==> config.mk <==
export PLATFORM = sky130hd
export DESIGN_NAME = module_display_scan_ctrl
export DESIGN_NICKNAME = d
export VERILOG_FILES = /design/src/rtl/module_display_scan_ctrl.sv
export SDC_FILE = /design/constraint.sdc
export NUM_CORES = 1
export LEC_CHECK = 0
export CAP_MARGIN = 10
export CORE_MARGIN = 3
export CORE_UTILIZATION = 42
export CTS_CLUSTER_DIAMETER = 100
export DETAILED_ROUTE_END_ITERATION = 7
export PLACE_DENSITY = 0.66
export SETUP_SLACK_MARGIN = 0.1
export SLEW_MARGIN = 25
export SYNTH_ARGS = -nofsm -noshare
export SYNTH_HDL_FRONTEND = slang
export SYNTH_SLANG_ARGS = --single-unit
==> constraint.sdc <==
create_clock -name clk -period 2 [get_ports clk]
set_input_delay 0.3 -clock clk [delete_from_list [all_inputs] [get_ports clk]]
set_output_delay 0.3 -clock clk [all_outputs]
set_load 0.01 [all_outputs]
==> src/rtl/module_display_scan_ctrl.sv <==
// Multiplexed 7-segment scan scheduler with anti-ghost blanking,
// leading-zero suppression and a tear-free shadow register.
module module_display_scan_ctrl #(
  parameter int N_DIGITS     = 4,
  parameter int REFRESH_DIV  = 27000,
  parameter int BLANK_CYCLES = 16
) (
  input  logic                        clk,
  input  logic                        rst,
  input  logic                        en,
  input  logic [4*N_DIGITS-1:0]       data_in,
  input  logic                        data_valid,
  output logic                        data_ready,
  input  logic                        lz_suppress,
  output logic [N_DIGITS-1:0]         an_n,
  output logic [3:0]                  bcd_out,
  output logic [$clog2(N_DIGITS)-1:0] digit_sel,
  output logic                        frame_done
);

  localparam int CW = $clog2(REFRESH_DIV);
  localparam int SW = $clog2(N_DIGITS);

  localparam logic [CW-1:0] SLOT_LAST  = CW'(REFRESH_DIV - 1);
  localparam logic [CW-1:0] BLANK_LAST =
    CW'((BLANK_CYCLES > 0) ? BLANK_CYCLES - 1 : 0);
  localparam logic [SW-1:0] DIG_LAST   = SW'(N_DIGITS - 1);

  typedef enum logic [1:0] {
    IDLE,
    BLANK,
    SHOW
  } state_t;

  // With no blanking configured every slot opens directly lit.
  localparam state_t SLOT_START = (BLANK_CYCLES == 0) ? SHOW : BLANK;

  state_t                state;
  logic [CW-1:0]         slot_cnt;
  logic [4*N_DIGITS-1:0] active;
  logic [4*N_DIGITS-1:0] shadow;
  logic                  pending;
  logic [N_DIGITS-1:0]   supp;
  logic                  zero_run;

  // Slot timing: blank phase, lit phase, advance digit at slot end.
  always_ff @(posedge clk) begin
    if (rst) begin
      state     <= IDLE;
      slot_cnt  <= '0;
      digit_sel <= '0;
    end else if (!en) begin
      state     <= IDLE;
      slot_cnt  <= '0;
      digit_sel <= '0;
    end else begin
      unique case (state)
        IDLE: begin
          state     <= SLOT_START;
          slot_cnt  <= '0;
          digit_sel <= '0;
        end
        BLANK: begin
          slot_cnt <= slot_cnt + 1'b1;
          if (slot_cnt == BLANK_LAST)
            state <= SHOW;
        end
        SHOW: begin
          if (slot_cnt == SLOT_LAST) begin
            slot_cnt  <= '0;
            state     <= SLOT_START;
            digit_sel <= (digit_sel == DIG_LAST) ?
                         '0 : digit_sel + 1'b1;
          end else begin
            slot_cnt <= slot_cnt + 1'b1;
          end
        end
        default: state <= IDLE;
      endcase
    end
  end

  // Accept into shadow; swap into the displayed word only between frames.
  always_ff @(posedge clk) begin
    if (rst) begin
      shadow  <= '0;
      active  <= '0;
      pending <= 1'b0;
    end else if (pending && (frame_done || state == IDLE)) begin
      active  <= shadow;
      pending <= 1'b0;
    end else if (data_valid && data_ready) begin
      shadow  <= data_in;
      pending <= 1'b1;
    end
  end

  assign data_ready = !pending;

  assign frame_done = (state == SHOW) &&
                      (digit_sel == DIG_LAST) &&
                      (slot_cnt == SLOT_LAST);

  // A digit is dark when it and everything above it is zero.
  always_comb begin
    zero_run = 1'b1;
    supp     = '0;
    for (int i = N_DIGITS - 1; i > 0; i--) begin
      zero_run = zero_run && (active[4*i +: 4] == 4'd0);
      supp[i]  = lz_suppress && zero_run;
    end
  end

  // Select nibble and anode for the current slot.
  always_comb begin
    bcd_out = '0;
    an_n    = '1;
    for (int i = 0; i < N_DIGITS; i++) begin
      if (digit_sel == SW'(i)) begin
        if (state != IDLE)
          bcd_out = active[4*i +: 4];
        if (state == SHOW && !supp[i])
          an_n[i] = 1'b0;
      end
    end
  end

endmodule
**Word-level counts from Yosys, hierarchy flattened**

Cells that the tools add are included.

- Register bits after elaboration: 52
- Output and inout bits: 12

- Mux-type cells: 24
- Eq/ne operators: 9
- Bitwise logic cells: 2
- Reduce and logical (&&, ||, !) cells: 30
- Add/subtract/negate cells: 2

Operators by type and width:

| kind | count |
|---|---|
| 15-bit case mux with 3 select lines | 1 |
| 4-bit two-way mux | 8 |
| 15-bit by 1-bit adder with 15-bit output (second input constant) | 1 |
| 15-bit equality test (second input constant) | 1 |
| 15-bit by 4-bit equality test with 1-bit output (second input constant) | 1 |
| 15-bit two-way mux | 1 |
| 1-bit logical AND | 12 |
| 4-bit zero test | 3 |
| 1-bit two-way mux | 8 |
| 2-bit two-way mux | 4 |
| 2-bit equality test (second input constant) | 3 |
| 2-bit case mux with 3 select lines | 1 |
| 2-bit AND reduction | 3 |
| 2-bit by 1-bit equality test with 1-bit output (second input constant) | 2 |
| 1-bit zero test | 4 |
| 2-bit zero test | 2 |
| 2-bit case mux with 2 select lines | 1 |
| 2-bit nonzero test | 2 |
| 2-bit OR reduction | 2 |
| 3-bit nonzero test | 1 |
| 2-bit by 1-bit adder with 2-bit output (second input constant) | 1 |
| 2-bit by 1-bit != test with 1-bit output (second input constant) | 1 |
| 2-bit != test (second input constant) | 1 |
| 1-bit inverter | 2 |
| 1-bit logical OR | 1 |

**Depth between registers and ports, before layout**

- Word-level depth: 9
- Mapped depth: 8

**Least setup slack after synthesis**

Ideal clock, no wire load.

- Path type: flip-flop to flip-flop
- Start point: register state[0]
- End point: register active[10]
- Setup slack: 0.037 ns
- Setup time: 0.070 ns
- Arrival time: 1.893 ns
- Stages on the path, launching flop included: 9
- Clock period less this slack: 1.963 ns
- Path through: dfxtp_1 -> inv_1 -> ha_1 -> clkbuf_1 -> and4b_1 -> a41oi_1 -> clkbuf_1 -> o21ai_0 -> a21oi_1

- Cells in the longest elaborated chain, start to end: 5
- Elaborated cells on any way between the ends: 6
- Those cells by class: eq/ne (1); reduce/logical (5)

Ends and longest elaborated chain:

| element | line | RTL |
|---|---|---|
| start: declaration | 38 | `state_t state;` |
| start signal: assignment | 49 | `state <= IDLE;` |
| start signal: assignment | 53 | `state <= IDLE;` |
| start signal: assignment | 59 | `state <= SLOT_START;` |
| 2-bit equality test | 100 | `assign frame_done = (state == SHOW) &&` |
| 1-bit logical AND | 100 |  |
| 1-bit logical AND | 101 | `(digit_sel == DIG_LAST) &&` |
| 1-bit logical OR * | 89 | `end else if (pending && (frame_done \|\| state == IDLE)) begin` |
| 1-bit logical AND * | 89 |  |
| end signal: assignment | 90 | `active <= shadow;` |
| end: declaration | 40 | `logic [4*N_DIGITS-1:0] active;` |

Every way passes the cells marked *; elsewhere a longest branch is shown, timed or not.
A chain may end at the register's enable or synchronous reset.

**Worst setup path after layout**

- Start point: register digit_sel[0]
- End point: output port bcd_out[2]

- Cells in the longest elaborated chain, start to end: 8
- Elaborated cells on any way between the ends: 11
- Those cells by class: eq/ne (3); mux (7); reduce/logical (1)

Ends and longest elaborated chain:

| element | line | RTL |
|---|---|---|
| start: declaration | 17 | `output logic [$clog2(N_DIGITS)-1:0] digit_sel,` |
| start signal: assignment | 72 | `digit_sel <= (digit_sel == DIG_LAST) ?` |
| 2-bit zero test | 119 | `if (digit_sel == SW'(i)) begin` |
| 4-bit two-way mux | 119 |  |
| 4-bit two-way mux | 120 | `if (state != IDLE)` |
| 4-bit two-way mux | 119 |  |
| 4-bit two-way mux | 120 |  |
| 4-bit two-way mux | 119 |  |
| 4-bit two-way mux | 120 |  |
| 4-bit two-way mux * | 119 |  |
| end: declaration | 16 | `output logic [3:0] bcd_out,` |

Marked as above.

==> out/metrics.cfg <==
[drt]
dr.pass1.iters = 5
drc_errors = 0
routed_wl_um = 7280
viasPerCell = 5.54
dr_total_vias = 2545
ant_nets = 0
wl_per_cell_um = 15.9
drt_iter0_drc = 128

[synthesis]
yosysSeqAreaShare_pct = 39.8
yosysTopAreaCellShare_pct = 39.8
synth_flop_cell = dfxtp_1
syn_area_mm2 = 0.00262
synthArstFlopShare_pct = 0
yosysTopAreaCell = dfxtp_1
yosysWarningCount = 0
ys_seq_elements = 52
synth.avg_cell_area_um2 = 8.08
netlist_instances = 324
ys_types = 46
synth.area.top_cells = dfxtp_1 (40%), a21oi_1 (8.0%), nand2_1 (6.7%), ha_1 (5.7%), nand3_1 (4.4%)
synth_fp_nets = 357
synth_edf_count = 0

[finish]
final_common_cell = nand2_1
drive_above_1_share_pct = 25.5
synthToLayoutAreaGrowth_pct = 35.6
final_cell_mix = nand2_1 (47), dfxtp_1 (45), a21oi_1 (38)
final_area_mm2 = 0.00355
insertedDiodeCount = 0
fin_nets = 416

[grt]
grt_pass1_wl_um = 11700
grt_pass1_vias = 2471
antenna_found_initial = 0
grt_overflow = 0
grt_max_degree = 35
grtUsageTotal_pct = 19.8

[timing]
period_share_pct = 103
setup_slack_ps = -57.3
slew_viol_final = 0
fmax_mhz = 486
timing.final.crit_period_ps = 2060
rsz0062_at_grt = yes
hold_viol = 0
slew_headroom_pct = 60.5
skew_ps = 13.7
tightest_slew_ps = 591
setup_viol = 4
setup_tns_ps = -143

[cts]
cts_tree = yes
clock-root-buffer = clkbuf_8
h-tree-depth = 2
clk_latency_ps = 320
path_clk_slew_ps = 100
cts_buffer_depth = 2
cts_buffers = 5
cts_sinks = 52

[worst_setup_path]
cp_max_fo = 6
cp.required_ps = 1700
critPathCaptureType = output pin
worstSetupStartpointType = register
path_cells = inv_4, ha_4, and3b_1, a21oi_2, o32ai_1, mux2_2, buf_2
max_stage_delay_ps = 380
slowest_stage = dfxtp_4
crit_arrival_ps = 1760
cp_num_buf_inv = 2
critPathTopFamily = flip-flops
crit_type = reg -> out

[die]
initial_core_util_pct = 43.7
num_rows = 28
io_pins = 33
core_region_area_mm2 = 0.00599
dieArea_mm2 = 0.00722
die_h_um = 85.0
die_w_um = 85.0

[placed_design]
hpwl_um = 4800
portBuffers = 32
place_congestion = 0.897
place_area_mm2 = 0.00319

[worst_hold_path]
hold_path_class = reg -> reg

[power_and_ir_drop]
peakVddDrop_mv = 0.391
leakage_nw = 1.28
cellPowerDensity_mw_per_mm2 = 574

[run_status]
violations = setup timing
status = finished with violations

[job]
drv_cap = 0

==> cells by family after synthesis <==
| logic type | Yosys count | share of synthesized area (%) |
|---|---|---|
| AO/OA/AOI/OAI | 84 | 19.3 |
| XOR/XNOR | 8 | 2.68 |
| adder cells (fa/ha/maj) | 12 | 5.73 |
| AND/OR/NAND/NOR | 133 | 26.9 |
| flip-flops | 52 | 39.8 |
| buffers and inverters | 33 | 4.83 |
| multiplexers | 2 | 0.860 |
==> what timing repair did <==
action,CTS,global route
gates cloned,0,2
setup endpoints to repair,25,15
hold buffers,0,0
resized for setup,61,25
pin swaps,9,9
setup buffers,7,3
==> report_power, final <==
part	internal, mW	total, mW	switching, mW
Sequential	1.06	1.08	0.0166
Combinational	0.103	0.221	0.118
Clock	0.371	0.739	0.368
==> Yosys cell counts, types with 2 or more instances <==
master,n
dfxtp_1,52
nor3b_1,2
ha_1,12
and4b_1,2
o32ai_1,3
nand3_1,23
nor2_1,10
nor3_1,10
xor2_1,5
a221oi_1,3
buf_2,2
o31ai_1,2
nand4_1,7
clkbuf_1,21
a41oi_1,2
nand4b_1,3
xnor2_1,3
and2_1,2
nor4_1,4
inv_1,10
a211oi_1,2
nand2b_1,2
o21ai_0,17
nand2_1,47
or4_1,4
and3b_1,2
and4_1,2
mux2_2,2
a21o_1,2
nor2b_1,7
a21oi_1,42
a211o_1,3
==> path summary, 6_finish.rpt <==
check,slack (ps),startpoint,cells after the start,to
max,-60,digit_sel[0],7,bcd_out[2]
min,460,shadow[4],2,shadow[4]
max reg2reg,80,digit_sel[0],8,active[6]
min reg2reg,460,shadow[4],2,shadow[4]
==> metal layers <==
metal | GRT usage (%) | wire, um
met2 | 33.9 | 3600
met4 | 5.61 | 102
met5 | 0 | 0
met3 | 3.30 | 334
met1 | 25.6 | 3250
==> worst reg2reg max path: cells and delay by family, from the launching register on <==
kind | cells | cell delay, ps
AOI/OAI and AO/OA | 3 | 560
adders and majority gates | 1 | 180
buffers and inverters | 3 | 530
DFF | 1 | 380
and+or+nand+nor | 1 | 200
==> stage by stage <==
stage          setup slack (ps)  std cells  utilization, %  total power [mW]  hold WS [ps]
2_1_floorplan               131        324               -              1.21           436
3_3_place_gp               -158        440            53.3              1.30           443
3_5_place_dp               -221        440            53.3              1.30           447
4_1_cts                   -61.7        455            57.5              2.03           463
5_1_grt                    -140        459            59.3              2.12           482
6_report                  -57.3        459            59.3              2.04           462
==> registers in the layout, summed over array words and instances (netlist names) <==
| name | count |
|---|---|
| shadow | 16 |
| state | 2 |
| active | 16 |
| slot_cnt | 15 |
| pending | 1 |
| digit_sel | 2 |
==> area by class of cell <==
type                       instances  area [um2]
clock buffer                       5        68.8
clock inverter                     3        42.5
fill                             553        2440
inverter                          10        42.5
multi-input combinational        239        1630
sequential                        52        1050
tap                               75        93.8
timing repair buffer              75         622
Note: power is estimated with default switching activity, not from simulation.
